===== src/rtl/vec_pkg.sv =====
// Shared definitions for the vector element sequencer: default widths and FSM state encoding.
package vec_pkg;

  localparam int unsigned VEC_AW = 16;
  localparam int unsigned VEC_LW = 16;

  localparam logic [2:0] S_IDLE = 3'd0;
  localparam logic [2:0] S_RD_A = 3'd1;
  localparam logic [2:0] S_RD_B = 3'd2;
  localparam logic [2:0] S_LD_B = 3'd3;
  localparam logic [2:0] S_WR   = 3'd4;
  localparam logic [2:0] S_DONE = 3'd5;

endpackage


===== src/rtl/vec_elem_seq_if.sv =====
// Command and memory-control bundle between a vector-op requester and the element sequencer.
interface vec_elem_seq_if import vec_pkg::*; #(
  parameter int unsigned AW = VEC_AW,
  parameter int unsigned LW = VEC_LW
);

  logic          start;
  logic [LW-1:0] len;
  logic [AW-1:0] base_a;
  logic [AW-1:0] base_b;
  logic [AW-1:0] base_d;
  logic [AW-1:0] mem_addr;
  logic          mem_we;
  logic          ld_a;
  logic          ld_b;
  logic [LW-1:0] elem_idx;
  logic          busy;
  logic          done;

  modport master (
    output start, len, base_a, base_b, base_d,
    input  mem_addr, mem_we, ld_a, ld_b, elem_idx, busy, done
  );

  modport slave (
    input  start, len, base_a, base_b, base_d,
    output mem_addr, mem_we, ld_a, ld_b, elem_idx, busy, done
  );

endinterface


===== src/rtl/vec_addr_ctr.sv =====
// Running address for one vector stream: loads the base on an accepted start and
// advances by STRIDE between elements, so no index multiply is needed.
module vec_addr_ctr import vec_pkg::*; #(
  parameter int unsigned AW     = VEC_AW,
  parameter int unsigned STRIDE = 1
) (
  input  logic          clk,
  input  logic          rst,
  input  logic          load,
  input  logic          step,
  input  logic [AW-1:0] base,
  output logic [AW-1:0] addr
);

  // Addition is modulo 2^AW; wrap-around is intentional.
  always_ff @(posedge clk or negedge rst) begin
    if (!rst) begin
      addr <= '0;
    end else if (load) begin
      addr <= base;
    end else if (step) begin
      addr <= addr + AW'(STRIDE);
    end
  end

endmodule


===== src/rtl/vec_elem_seq.sv =====
// Element sequencer for D[i] = op(A[i], B[i]): walks A/B/D address streams over a
// single-port synchronous memory and strobes the operand-register loads and result write.
module vec_elem_seq import vec_pkg::*; #(
  parameter int unsigned AW     = VEC_AW,
  parameter int unsigned LW     = VEC_LW,
  parameter int unsigned STRIDE = 1
) (
  input  logic           clk,
  input  logic           rst,
  vec_elem_seq_if.slave  bus
);

  logic [2:0]    state;
  logic [2:0]    state_next;
  logic          accept;
  logic          step;
  logic [LW-1:0] len_q;
  logic [LW-1:0] idx;
  logic [AW-1:0] addr_a;
  logic [AW-1:0] addr_b;
  logic [AW-1:0] addr_d;
  logic          last_elem;

  assign last_elem = (idx == (len_q - LW'(1)));

  always_ff @(posedge clk or negedge rst) begin
    if (!rst) begin
      state <= S_IDLE;
    end else begin
      state <= state_next;
    end
  end

  // Captured length and element index; inputs are ignored until the next accepted start.
  always_ff @(posedge clk or negedge rst) begin
    if (!rst) begin
      len_q <= '0;
      idx   <= '0;
    end else if (accept) begin
      len_q <= bus.len;
      idx   <= '0;
    end else if (step) begin
      idx   <= idx + LW'(1);
    end
  end

  vec_addr_ctr #(.AW(AW), .STRIDE(STRIDE)) u_ctr_a (
    .clk  (clk),
    .rst  (rst),
    .load (accept),
    .step (step),
    .base (bus.base_a),
    .addr (addr_a)
  );

  vec_addr_ctr #(.AW(AW), .STRIDE(STRIDE)) u_ctr_b (
    .clk  (clk),
    .rst  (rst),
    .load (accept),
    .step (step),
    .base (bus.base_b),
    .addr (addr_b)
  );

  vec_addr_ctr #(.AW(AW), .STRIDE(STRIDE)) u_ctr_d (
    .clk  (clk),
    .rst  (rst),
    .load (accept),
    .step (step),
    .base (bus.base_d),
    .addr (addr_d)
  );

  // Next state plus output decode; outputs depend only on state and registered counters.
  always_comb begin
    state_next   = state;
    accept       = 1'b0;
    step         = 1'b0;
    bus.mem_addr = '0;
    bus.mem_we   = 1'b0;
    bus.ld_a     = 1'b0;
    bus.ld_b     = 1'b0;
    bus.elem_idx = idx;
    bus.busy     = (state != S_IDLE);
    bus.done     = (state == S_DONE);

    case (state)
      S_IDLE: begin
        if (bus.start) begin
          accept     = 1'b1;
          state_next = (bus.len == '0) ? S_DONE : S_RD_A;
        end
      end
      S_RD_A: begin
        bus.mem_addr = addr_a;
        state_next   = S_RD_B;
      end
      S_RD_B: begin
        bus.mem_addr = addr_b;
        bus.ld_a     = 1'b1;
        state_next   = S_LD_B;
      end
      S_LD_B: begin
        bus.mem_addr = addr_b;
        bus.ld_b     = 1'b1;
        state_next   = S_WR;
      end
      S_WR: begin
        bus.mem_addr = addr_d;
        bus.mem_we   = 1'b1;
        if (last_elem) begin
          state_next = S_DONE;
        end else begin
          step       = 1'b1;
          state_next = S_RD_A;
        end
      end
      S_DONE: begin
        state_next = S_IDLE;
      end
      default: begin
        state_next = S_IDLE;
      end
    endcase
  end

endmodule


===== src/flat_wrapper.sv =====
// flat-port wrapper written by rule: the top's interface ports become plain ports
module vec_elem_seq_flat import vec_pkg::*;
#(
  parameter int unsigned AW     = VEC_AW,
  parameter int unsigned LW     = VEC_LW,
  parameter int unsigned STRIDE = 1
)
  (clk, rst, bus_start, bus_len, bus_base_a, bus_base_b, bus_base_d, bus_mem_addr, bus_mem_we, bus_ld_a, bus_ld_b, bus_elem_idx, bus_busy, bus_done);
  vec_elem_seq_if #(.AW(AW), .LW(LW)) bus_i ();
  input  logic clk;
  input  logic rst;
  input wire logic [$bits(bus_i.start)-1:0] bus_start;
  input wire logic [$bits(bus_i.len)-1:0] bus_len;
  input wire logic [$bits(bus_i.base_a)-1:0] bus_base_a;
  input wire logic [$bits(bus_i.base_b)-1:0] bus_base_b;
  input wire logic [$bits(bus_i.base_d)-1:0] bus_base_d;
  output wire logic [$bits(bus_i.mem_addr)-1:0] bus_mem_addr;
  output wire logic [$bits(bus_i.mem_we)-1:0] bus_mem_we;
  output wire logic [$bits(bus_i.ld_a)-1:0] bus_ld_a;
  output wire logic [$bits(bus_i.ld_b)-1:0] bus_ld_b;
  output wire logic [$bits(bus_i.elem_idx)-1:0] bus_elem_idx;
  output wire logic [$bits(bus_i.busy)-1:0] bus_busy;
  output wire logic [$bits(bus_i.done)-1:0] bus_done;
  assign bus_i.start = bus_start;
  assign bus_i.len = bus_len;
  assign bus_i.base_a = bus_base_a;
  assign bus_i.base_b = bus_base_b;
  assign bus_i.base_d = bus_base_d;
  assign bus_mem_addr = bus_i.mem_addr;
  assign bus_mem_we = bus_i.mem_we;
  assign bus_ld_a = bus_i.ld_a;
  assign bus_ld_b = bus_i.ld_b;
  assign bus_elem_idx = bus_i.elem_idx;
  assign bus_busy = bus_i.busy;
  assign bus_done = bus_i.done;
  vec_elem_seq #(.AW(AW), .LW(LW), .STRIDE(STRIDE)) u_core (.clk(clk), .rst(rst), .bus(bus_i));
endmodule

===== config.mk =====
export PLATFORM = sky130hd
export DESIGN_NAME = vec_elem_seq_flat
export DESIGN_NICKNAME = d
export VERILOG_FILES = /design/src/rtl/vec_pkg.sv /design/src/rtl/vec_elem_seq_if.sv /design/src/rtl/vec_addr_ctr.sv /design/src/rtl/vec_elem_seq.sv /design/src/flat_wrapper.sv
export SDC_FILE = /design/constraint.sdc
export NUM_CORES = 1
export LEC_CHECK = 0
export CORE_MARGIN = 2
export CORE_UTILIZATION = 30
export CTS_CLUSTER_DIAMETER = 80
export DETAILED_ROUTE_END_ITERATION = 12
export SETUP_SLACK_MARGIN = 0.4
export SYNTH_ARGS = -nofsm -noshare
export SYNTH_HDL_FRONTEND = slang
export SYNTH_HIERARCHICAL = 1
export SYNTH_SLANG_ARGS = --single-unit

===== constraint.sdc =====
create_clock -name clk -period 5.5 [get_ports clk]
set_input_delay 1.375 -clock clk [delete_from_list [all_inputs] [get_ports clk]]
set_output_delay 1.375 -clock clk [all_outputs]
set_load 0.1 [all_outputs]

# --- Word level (Yosys, flattened, before mapping) ---
# Cells that the tools add are included.
op_classes:
  n_addsub: 5
  n_eq_ne: 7
  n_mux: 20
  reduce_logical: 5
op_table:
  columns: ["operator", "n"]
  rows:
  - ["$mux 16", 8]
  - ["$add 16x1->16 const B", 4]
  - ["$pmux 16 s3", 1]
  - ["$eq 16x16->1", 1]
  - ["$logic_not 16->1", 1]
  - ["$sub 16x1->16 const B", 1]
  - ["$pmux 3 s5", 1]
  - ["$mux 3", 3]
  - ["$mux 1", 7]
  - ["$eq 3x2->1 const B", 2]
  - ["$eq 3x3->1 const B", 2]
  - ["$eq 3x1->1 const B", 1]
  - ["$logic_not 3->1", 1]
  - ["$reduce_bool 3->1", 1]
  - ["$ne 2x2->1 const B", 1]
  - ["$reduce_bool 2->1", 1]
  - ["$reduce_or 2->1", 1]
word_totals:
  regBits: 83
  inputBits: 67
  out_inout_bits: 37

# --- Logic depth before layout (Yosys ltp) ---
# Gate-level depths: netlist (run 1).
depth:
  depth_word: 6
  depth_mapped: 16

# --- Hierarchy ---
# Netlist (run 1), hierarchy kept.
modules_own_cells:
  columns: ["mod", "n_inst", "cells_per_inst", "area_each_um2", "seq_area_each_um2"]
  rows:
  - ["vec_addr_ctr", 3, 99, 943.4, 400.4]
  - ["vec_elem_seq", 1, 298, 2566.2, 875.8]

# --- Worst setup path before layout (run 1) ---
# Ideal clock, no wire load.
synth_timing:
  path_type: "register to output"
  startpoint: "register u_core.state[0]"
  endpoint: "output port bus_mem_addr[10]"
  arrival_ps: 3452
  required_time_ps: 4125
  path_slack_ps: 673
  path_stages_with_launch: 7
  path_buffers: 3
  path_cell_list: "dfrtp_1 -> clkbuf_1 -> nor2b_1 -> clkbuf_1 -> clkbuf_1 -> a22oi_1 -> o21ai_0"
synth_via:
  elab_chain_cells: 3
  elab_cells_between_ends: 6
synth_rtl:
  columns: ["element", "line", "text"]
  rows:
  - ["start: declaration", "vec_elem_seq.sv:13", "logic [2:0] state;"]
  - ["start signal: assignment", "vec_elem_seq.sv:30", "state <= state_next;"]
  - ["$eq 3x2->1", "vec_elem_seq.sv:87", "case (state)"]
  - ["$reduce_or 2->1 (no source line)", null, null]
  - ["$pmux 16 s3 (*)", "vec_elem_seq.sv:87", null]
  - ["end: declaration", "flat_wrapper.sv:17", "output wire logic [$bits(bus_i.mem_addr)-1:0] bus_mem_addr;"]
# Mark *: on every way between the ends. The rest lies on a longest branch, timed or not.

# --- Worst setup path in the final report (run 1) ---
layout_timing:
  startpoint: "register u_core.len_q[4]"
  endpoint: "register u_core.u_ctr_b.addr[14]"
layout_via:
  elab_chain_cells: 5
layout_rtl:
  columns: ["element", "line", "text"]
  rows:
  - ["start: declaration", "vec_elem_seq.sv:17", "logic [LW-1:0] len_q;"]
  - ["start signal: assignment", "vec_elem_seq.sv:40", "len_q <= bus.len;"]
  - ["$sub 16x1->16", "vec_elem_seq.sv:24", "assign last_elem = (idx == (len_q - LW'(1)));"]
  - ["$eq 16x16->1", "vec_elem_seq.sv:24", null]
  - ["$mux 1", "vec_elem_seq.sv:111", "if (last_elem) begin"]
  - ["$mux 1", "vec_elem_seq.sv:87", null]
  - ["named net u_core.step", "vec_elem_seq.sv:16", "logic step;"]
  - ["$reduce_bool 2->1 (no source line)", null, null]
  - ["end signal: assignment", "vec_addr_ctr.sv:20", "addr <= base;"]
  - ["end signal: assignment", "vec_addr_ctr.sv:22", "addr <= addr + AW'(STRIDE);"]
  - ["end: declaration", "vec_addr_ctr.sv:12", "output logic [AW-1:0] addr"]
# The timed path passes the listed nets, and every way through them passes these cells.
# A chain may end at the register's enable or synchronous reset.

==> results.toml, run 1 <==
[setup_path]
end_kind = "register"
setup.worst_path.start_class = "register"
rr_startpoint = "u_core/len_q[4]$_DFFE_PN0P_"
worstSetupPathType = "register to register"
cp_max_fo = 17
crit_arrival_ns = 4.88
crit_start = "u_core/len_q[4]$_DFFE_PN0P_"
crit_required_ns = 5.73

[floorplan]
boundaryPins = 104
die_width_um = 138
coreArea_mm2 = 0.0178
dieArea_mm2 = 0.0191
rows = 49
dieHeight_um = 138
start_util_pct = 30.4

[yosys]
synth_cells = 595
synth_fp_nets = 667
netlist_area_mm2 = 0.00540
ys_seq_area_share_pct = 38.5
syn_area_per_cell_um2 = 9.07
synth_top_flop_cell = "dfrtp_1"
synth-edff-count = 0
ys_warn_count = 6
yosys_register_bits = 83
synth_cell_types = 54
async_flop_share_pct = 100

[timing]
fin_ws_ns = 0.851
period_needed_ns = 4.65
setup-violations-final = 0
worst_pin_slew_ns = 1.27
hold_viol_final = 0
hold_ws_ns = 0.523
rsz0062_at_grt = "no"
min_period_over_period_pct = 84.5
timing.final.max_slew_violations = 0
setup_tns_ns = 0
max_freq_mhz = 215
max_slew_margin_pct = 15.5
skew_ns = 0.00581

[global_route]
grt_max_degree = 62
grt_pass1_vias = 4519
grt_first_pass_wirelength_um = 24400
overflow = 0
grt_util_all_layers_pct = 15.9
antenna_found_initial = 0

[layout]
nets = 752
fin_util_pct = 38.7
area_delta_synth_final_pct = 27.4
fillers = 1790
layout-drive-gt1-share_pct = 13.0
antenna_cells = 0

[worst_hold_path]
hold_start = "u_core/state[2]$_DFFE_PN0P_"
hp-class = "register to register"

[detailed_routing]
wl_per_cell_um = 16.4
drc_errors = 0
drt_iter0_markers = 350
ant_nets = 0
drt_first_pass_iters = 6
vias_per_cell = 5.10
wl_um = 15000
vias = 4660

[status]
status = "finished, final reports clean"

[place]
gp_congestion = 0.877
post-place-ws_ns = 0.749
io_buffers = 103
hpwl_um = 11000

[run]
drv_cap = 0

[pwr]
total_leakage_power_nw = 2.74
power_density_mw_per_mm2 = 598
finalPower_mw = 4.11
ir_drop_mv = 0.768

[clocking]
clock_latency_ns = 0.35
clockBufferDepth = 2
clk_pin_slew_ns = 0.06
cts_sinks = 83
numCtsBuffers = 9
cts_hold_buf = 0
cts-root-buf = "clkbuf_16"
cts_tree = "yes"
cts.htree.levels = 3
worst max-delay path, cell delays in order (launching register included):
cell        delay (ns)
dfrtp_1           0.46
or4_1             0.67
or3_4             0.45
or4b_1            0.46
o32ai_1           0.15
o22a_1            0.16
or4b_1            0.74
nand2_1           0.32
clkinvlp_4        0.15
buf_12            0.16
and4_1            0.30
and4_2            0.26
o31a_1            0.23
flip-flops by register name, summed over array words and instances (netlist names):
signal and count:
u_core/state 3, u_core/len_q 16, u_core/bus.elem_idx 16, u_core/u_ctr_a/addr 16
u_core/u_ctr_d/addr 16, u_core/u_ctr_b/addr 16
kinds of logic after synthesis:
group | share of synthesized area [%]
DFF | 38.5
muxes | 6.63
adders and majority gates | 1.16
xor gates and xnor gates | 9.25
buffers and inverters | 4.71
and+or+nand+nor | 27.5
AOI/OAI and AO/OA | 12.3
repair_timing:
item,4_1_cts,5_1_grt
resized for setup,0,2
endpoints found under the hold margin,0,0
setup endpoints to repair,0,3
buffers inserted,0,2
layout make-up:
cell class | instances | area, um2 | area share [%]
Multi-Input combinational cell | 456 | 3070 | 44.7
Sequential cell | 83 | 2080 | 30.2
Timing Repair Buffer | 109 | 1040 | 15.1
Tap cell | 229 | 287 | 4.17
Clock buffer | 12 | 267 | 3.88
Inverter | 21 | 82.6 | 1.20
Clock inverter | 4 | 47.5 | 0.692
final timing paths:
check	slack (ns)	cells past startpoint	end
worst max-delay path	0.85	12	u_core/u_ctr_b/addr[14]$_DFFE_PN0P_
worst min-delay path	0.52	1	u_core/state[1]$_DFFE_PN0P_
worst max register to register	0.85	12	u_core/u_ctr_b/addr[14]$_DFFE_PN0P_
worst min register to register	0.52	1	u_core/state[1]$_DFFE_PN0P_
max in group asynchronous	3.48	2	u_core/bus.elem_idx[5]$_DFFE_PN0P_
min in group asynchronous	1.02	1	u_core/bus.elem_idx[15]$_DFFE_PN0P_
routing by layer:
layer / global-route usage [%] / vias up / share of wire (%)
met2: 24.1 / 134 / 46
li1: - / 2290 / -
met4: 3.92 / 0 / 1.4
met1: 22.8 / 2220 / 47
met3: 4.23 / 16 / 6.1
met5: 0 / - / 0
cell usage after synthesis (6+ instances only):
cell type,n,area (um2)
nor3_1,12,60.1
xor2_1,20,175
nand4_4,6,128
o21ai_0,55,275
mux2_2,14,158
a22oi_1,16,120
nand4_1,14,87.6
a31oi_1,10,62.6
dfrtp_1,83,2080
nor2_1,18,67.6
clkbuf_1,24,90.1
nand2b_1,14,87.6
o31a_1,6,52.6
inv_1,21,78.8
and4_2,9,90.1
and3_1,10,62.6
nand3_1,20,100
and4_1,6,52.6
mux2i_1,20,200
nand2_1,96,360
nor2b_1,7,43.8
xnor2_1,37,324
nor4_1,11,68.8
report_power, final:
| group | internal (mW) | total (mW) | switching [mW] | leakage [nW] |
|---|---|---|---|---|
| sequential | 0.866 | 1.30 | 0.430 | 1.03 |
| combinational | 0.686 | 2.18 | 1.50 | 1.56 |
| clock | 0.387 | 0.633 | 0.245 | 0.155 |
through the flow:
| stage | instances | area, um2 |
|---|---|---|
| after floorplan | 595 | 5400 |
| after global placement | 896 | 6520 |
| after detailed placement | 896 | 6520 |
| after CTS | 912 | 6840 |
| after global routing | 914 | 6870 |
| final | 914 | 6870 |
cell usage in the layout (no fill, tap or decap), types with 7 or more instances in the layout:
master,n
xor2_1,20
nor4_1,10
clkbuf_16,9
a31oi_1,10
xnor2_1,37
inv_1,19
clkdlybuf4s50_1,84
nor2b_1,7
and4_2,9
buf_4,24
nand2_1,96
nand4_1,14
nand2b_1,14
o21ai_0,55
mux2_2,14
and3_1,10
a22oi_1,16
mux2i_1,20
nor3_1,12
nor2_1,18
nand3_1,20
dfrtp_1,83
Note: power is estimated with default switching activity, not from simulation.
==> run 2: changes to the inputs <==
==> constraint.sdc (replaced) <==
create_clock -name clk -period 4.8 [get_ports clk]
set_input_delay 1.2 -clock clk [delete_from_list [all_inputs] [get_ports clk]]
set_output_delay 1.2 -clock clk [all_outputs]
set_load 0.1 [all_outputs]
==> results.toml, run 2 (same netlist as run 1, synthesis figures left out) <==
[pwr]
total_leakage_power_nw = 2.78
ir_drop_mv = 0.727
finalPower_mw = 4.81
intPower_mw = 2.29
p_sw_share_pct = 52.3
power_frac_clock_pct = 16.1
comb_power_share_pct = 52.7
p_switching_mw = 2.52
pwr-share-seq_pct = 31.2
power_density_mw_per_mm2 = 693

[timing]
worst_pin_slew_ns = 0.999
hold_viol_final = 0
setup_tns_ns = 0
hold_ws_ns = 0.528
timing.final.max_slew_violations = 0
max_slew_margin_pct = 33.2
min_period_over_period_pct = 87.0
rsz0062_at_grt = "no"
period_needed_ns = 4.18
setup-violations-final = 0
skew_ns = 0.00734
fin_ws_ns = 0.623
max_freq_mhz = 239

[setup_path]
setup.worst_path.start_class = "register"
worstReg2RegEnd = "u_core/u_ctr_b/addr[14]$_DFFE_PN0P_"
worstSetupPathType = "register to register"
critical-path-top-delay-family = "simple AND/OR/NAND/NOR gates"
crit_top_cell = "or4b_1"
r2r_cells = 12
end_kind = "register"
crit_end = "u_core/u_ctr_b/addr[14]$_DFFE_PN0P_"
slowest_delay_ns = 0.61
crit_slowest_cell = "or4_4"
crit_arrival_ns = 4.41
rrSetupSlack_ns = 0.62
rr_startpoint = "u_core/len_q[4]$_DFFE_PN0P_"
cp_max_fo = 13
path_depth = 12
cp.buffers_inverters = 2
crit_start = "u_core/len_q[4]$_DFFE_PN0P_"
crit_chain = "or4_4 -> or3_4 -> or4b_1 -> o32ai_1 -> o22a_1 -> or4b_1 -> nand2_1 -> clkinvlp_4 -> buf_12 -> and4_1 -> and4_2 -> o31a_1"
crit_required_ns = 5.04

[detailed_routing]
ant_nets = 0
vias_per_cell = 5.08
drt_first_pass_iters = 5
wl_per_cell_um = 16.4
wl_um = 15100
vias = 4665
drt_iter0_markers = 281
drc_errors = 0

[global_route]
grt_pass1_vias = 4522
antenna_found_initial = 0
grt_max_degree = 65
grt_first_pass_wirelength_um = 24300
grt_util_all_layers_pct = 15.8
overflow = 0

[clocking]
numCtsBuffers = 9
cts_tree = "yes"
cts-root-buf = "clkbuf_16"
clockBufferDepth = 2
clock_latency_ns = 0.35
cts_sinks = 83
cts.htree.levels = 3
clk_pin_slew_ns = 0.06

[place]
dp.cells = 899
post-place-ws_ns = 0.449
gp_congestion = 0.830
io_buffers = 103
placed_area_mm2 = 0.00656
hpwl_um = 11200

[worst_hold_path]
hp-class = "register to register"

[floorplan]
dieHeight_um = 138
rows = 49
boundaryPins = 104
dieArea_mm2 = 0.0191
start_util_pct = 30.4
die_width_um = 138
coreArea_mm2 = 0.0178

[layout]
nets = 756
final_common_cell = "nand2_1"
fillers = 1829
final_cells = 918
antenna_cells = 0
layout-drive-gt1-share_pct = 13.9
area_delta_synth_final_pct = 28.6
fin_util_pct = 39.0
design_area_mm2 = 0.00694
most-common-layout-cells = "96 x nand2_1, 83 x clkdlybuf4s50_1, 83 x dfrtp_1"

[run]
drv_cap = 0

[status]
status = "finished, final reports clean"
[run 2: cell types whose count changed in the layout (fill, tap and decap cells not counted), moves of 2 or more]
cell / delta
o21ai_1: +10
o21ai_0: -10
or4_4: +2
or4_1: -2
buf_4: +4
[run 2: repair_timing]
| action | in CTS | in global routing |
|---|---|---|
| buffers inserted | 0 | 3 |
| setup endpoints to repair | 0 | 25 |
| hold buffers | 0 | 0 |
| resized for setup | 0 | 4 |
[run 2: cell type report]
class | instances | area (um2) | share of cell area (%)
Clock inverter | 4 | 72.6 | 1.05
Sequential cell | 83 | 2080 | 29.9
Multi-Input combinational cell | 456 | 3080 | 44.4
Clock buffer | 12 | 256 | 3.70
Tap cell | 229 | 287 | 4.13
Timing Repair Buffer | 113 | 1080 | 15.6
Inverter | 21 | 82.6 | 1.19
[run 2: power groups by stage]
stage / Combinational, mW / Sequential (mW) / Clock, mW
floorplan: 2.00 / 1.35 / 0
global placement: 2.50 / 1.50 / 0
detailed placement: 2.52 / 1.50 / 0
CTS: 2.53 / 1.49 / 0.791
global route: 2.73 / 1.56 / 0.821
finish: 2.54 / 1.50 / 0.772
[run 2: routing by layer]
| layer | vias to the layer above | GRT usage [%] | routed length (um) | part of all wire [%] |
|---|---|---|---|---|
| met5 | - | 0 | 0 | 0 |
| met4 | 0 | 2.58 | 106 | 0.70 |
| met3 | 11 | 4.09 | 841 | 5.6 |
| met2 | 127 | 26.0 | 7120 | 47 |
| met1 | 2237 | 21.6 | 7000 | 46 |
| li1 | 2290 | - | - | - |
[run 2: worst min-delay path by stage]
stage,endpoint,start,cells past startpoint
after floorplan,u_core/state[1]$_DFFE_PN0P_,u_core/state[2]$_DFFE_PN0P_,1
after global placement,u_core/len_q[15]$_DFFE_PN0P_,u_core/len_q[15]$_DFFE_PN0P_,1
after detailed placement,u_core/len_q[15]$_DFFE_PN0P_,u_core/len_q[15]$_DFFE_PN0P_,1
after CTS,u_core/len_q[15]$_DFFE_PN0P_,u_core/len_q[15]$_DFFE_PN0P_,1
after global routing,u_core/len_q[15]$_DFFE_PN0P_,u_core/len_q[15]$_DFFE_PN0P_,1
final,u_core/len_q[15]$_DFFE_PN0P_,u_core/len_q[15]$_DFFE_PN0P_,1
==> run 3: changes to the inputs <==
--- a/config.mk
+++ b/config.mk
@@ -5,9 +5,8 @@
 export SDC_FILE = /design/constraint.sdc
 export NUM_CORES = 1
 export LEC_CHECK = 0
-export CORE_MARGIN = 2
+export CORE_MARGIN = 3
 export CORE_UTILIZATION = 30
-export CTS_CLUSTER_DIAMETER = 80
 export DETAILED_ROUTE_END_ITERATION = 12
 export SETUP_SLACK_MARGIN = 0.4
 export SYNTH_ARGS = -nofsm -noshare
==> results.toml, run 3 (same netlist as run 1, synthesis figures left out) <==
[layout]
layout-drive-gt1-share_pct = 13.8
area_delta_synth_final_pct = 28.7
final_common_cell = "nand2_1"
final-seq-area_mm2 = 0.00208
fillers = 1763
multi_input_area_mm2 = 0.00308
most-common-layout-cells = "96 x nand2_1, 83 x clkdlybuf4s50_1, 83 x dfrtp_1"
nets = 755
antenna_cells = 0

[setup_path]
setup.worst_path.start_class = "register"
worstSetupPathType = "register to register"
crit_arrival_ns = 4.49
cp_max_fo = 11
end_kind = "register"
crit_required_ns = 5.04

[worst_hold_path]
hp-class = "register to register"

[clocking]
cts_tree = "yes"
cts-root-buf = "clkbuf_16"
cts_sinks = 83
clk_pin_slew_ns = 0.06
clock_latency_ns = 0.36
clockBufferDepth = 2
cts.htree.levels = 3
numCtsBuffers = 9

[detailed_routing]
vias = 4743
drc_errors = 0
wl_um = 15800
ant_nets = 0
vias_per_cell = 5.19
drt_first_pass_iters = 5
wl_per_cell_um = 17.3
drt_iter0_markers = 368

[place]
gp_congestion = 0.931
io_buffers = 103
hpwl_um = 11800

[timing]
max_slew_margin_pct = 30.0
min_period_over_period_pct = 88.5
max_freq_mhz = 235
setup_tns_ns = 0
rsz0062_at_grt = "no"
period_needed_ns = 4.25
hold_viol_final = 0
worst_pin_slew_ns = 1.05
timing.final.max_slew_violations = 0
skew_ns = 0.0116
setup-violations-final = 0

[pwr]
intPower_mw = 2.33
ir_drop_mv = 0.931
total_leakage_power_nw = 2.79
pwr-share-seq_pct = 30.7
comb_power_share_pct = 52.1
power_frac_clock_pct = 17.2
p_switching_mw = 2.56
p_sw_share_pct = 52.3
finalPower_mw = 4.89
power_density_mw_per_mm2 = 705

[floorplan]
boundaryPins = 104
die_width_um = 140
dieArea_mm2 = 0.0196
rows = 48
start_util_pct = 30.9
coreArea_mm2 = 0.0175
dieHeight_um = 140

[global_route]
overflow = 0
grt_pass1_vias = 4771
grt_first_pass_wirelength_um = 25400
grt_max_degree = 64
grt_util_all_layers_pct = 16.1
antenna_found_initial = 0

[status]
status = "finished, final reports clean"

[run]
drv_cap = 0
[run 3: power by group through the flow]
stage	Combinational, mW	Sequential (mW)	Clock, mW
4_1_cts	2.54	1.49	0.857
3_5_place_dp	2.53	1.51	0
5_1_grt	2.73	1.56	0.890
2_1_floorplan	2.00	1.35	0
3_3_place_gp	2.49	1.49	0
6_report	2.55	1.50	0.842
[run 3: what timing repair did]
| item | 4_1_cts | 5_1_grt |
|---|---|---|
| setup buffers | 0 | 1 |
| resized for setup | 0 | 3 |
| hold buffers | 0 | 0 |
| endpoints found under the setup margin | 0 | 24 |
[run 3: area by class of cell]
type	instances	share of cell area [%]
multi-input cells	456	44.4
flip-flops and latches	83	29.9
repair buffers	112	15.3
well taps	225	4.05
clock buffers	11	3.64
clock inverters	5	1.55
inverters	21	1.19
[run 3: critical path: stages, from the launching register on]
cell	delay, ns
dfrtp_1	0.46
or4_1	0.70
or3_4	0.41
or4b_1	0.50
o32ai_1	0.16
o22a_1	0.16
or4b_1	0.47
nand2_1	0.21
clkinvlp_4	0.14
buf_12	0.16
and4_1	0.28
and4_2	0.25
o31a_1	0.24
[run 3: layer usage]
layer,GRT usage (%),share of wire (%)
met5,0,0
met4,4.33,1.3
met3,3.55,4.9
met2,25.6,48
met1,22.2,46
[run 3: stage by stage]
stage	setup slack (ns)	utilization, %	std cells	hold slack (ns)	cell area (um2)
global route	0.445	39.7	913	0.549	6940
finish	0.552	39.7	913	0.543	6940
floorplan	0.432	-	595	0.481	5400
detailed placement	0.523	37.5	896	0.535	6550
global placement	0.640	37.5	896	0.511	6550
CTS	0.491	39.5	912	0.550	6910
[run 3: worst paths after layout]
path	start	endpoint	slack (ns)	cells after the start
setup / recovery	u_core/len_q[2]$_DFFE_PN0P_	u_core/u_ctr_a/addr[14]$_DFFE_PN0P_	0.55	12
hold / removal	u_core/len_q[15]$_DFFE_PN0P_	u_core/len_q[15]$_DFFE_PN0P_	0.54	1
setup reg to reg	u_core/len_q[2]$_DFFE_PN0P_	u_core/u_ctr_a/addr[14]$_DFFE_PN0P_	0.55	12
hold reg to reg	u_core/len_q[15]$_DFFE_PN0P_	u_core/len_q[15]$_DFFE_PN0P_	0.54	1
max in group asynchronous	rst	u_core/len_q[9]$_DFFE_PN0P_	2.99	2
min in group asynchronous	rst	u_core/u_ctr_b/addr[0]$_DFFE_PN0P_	0.87	1
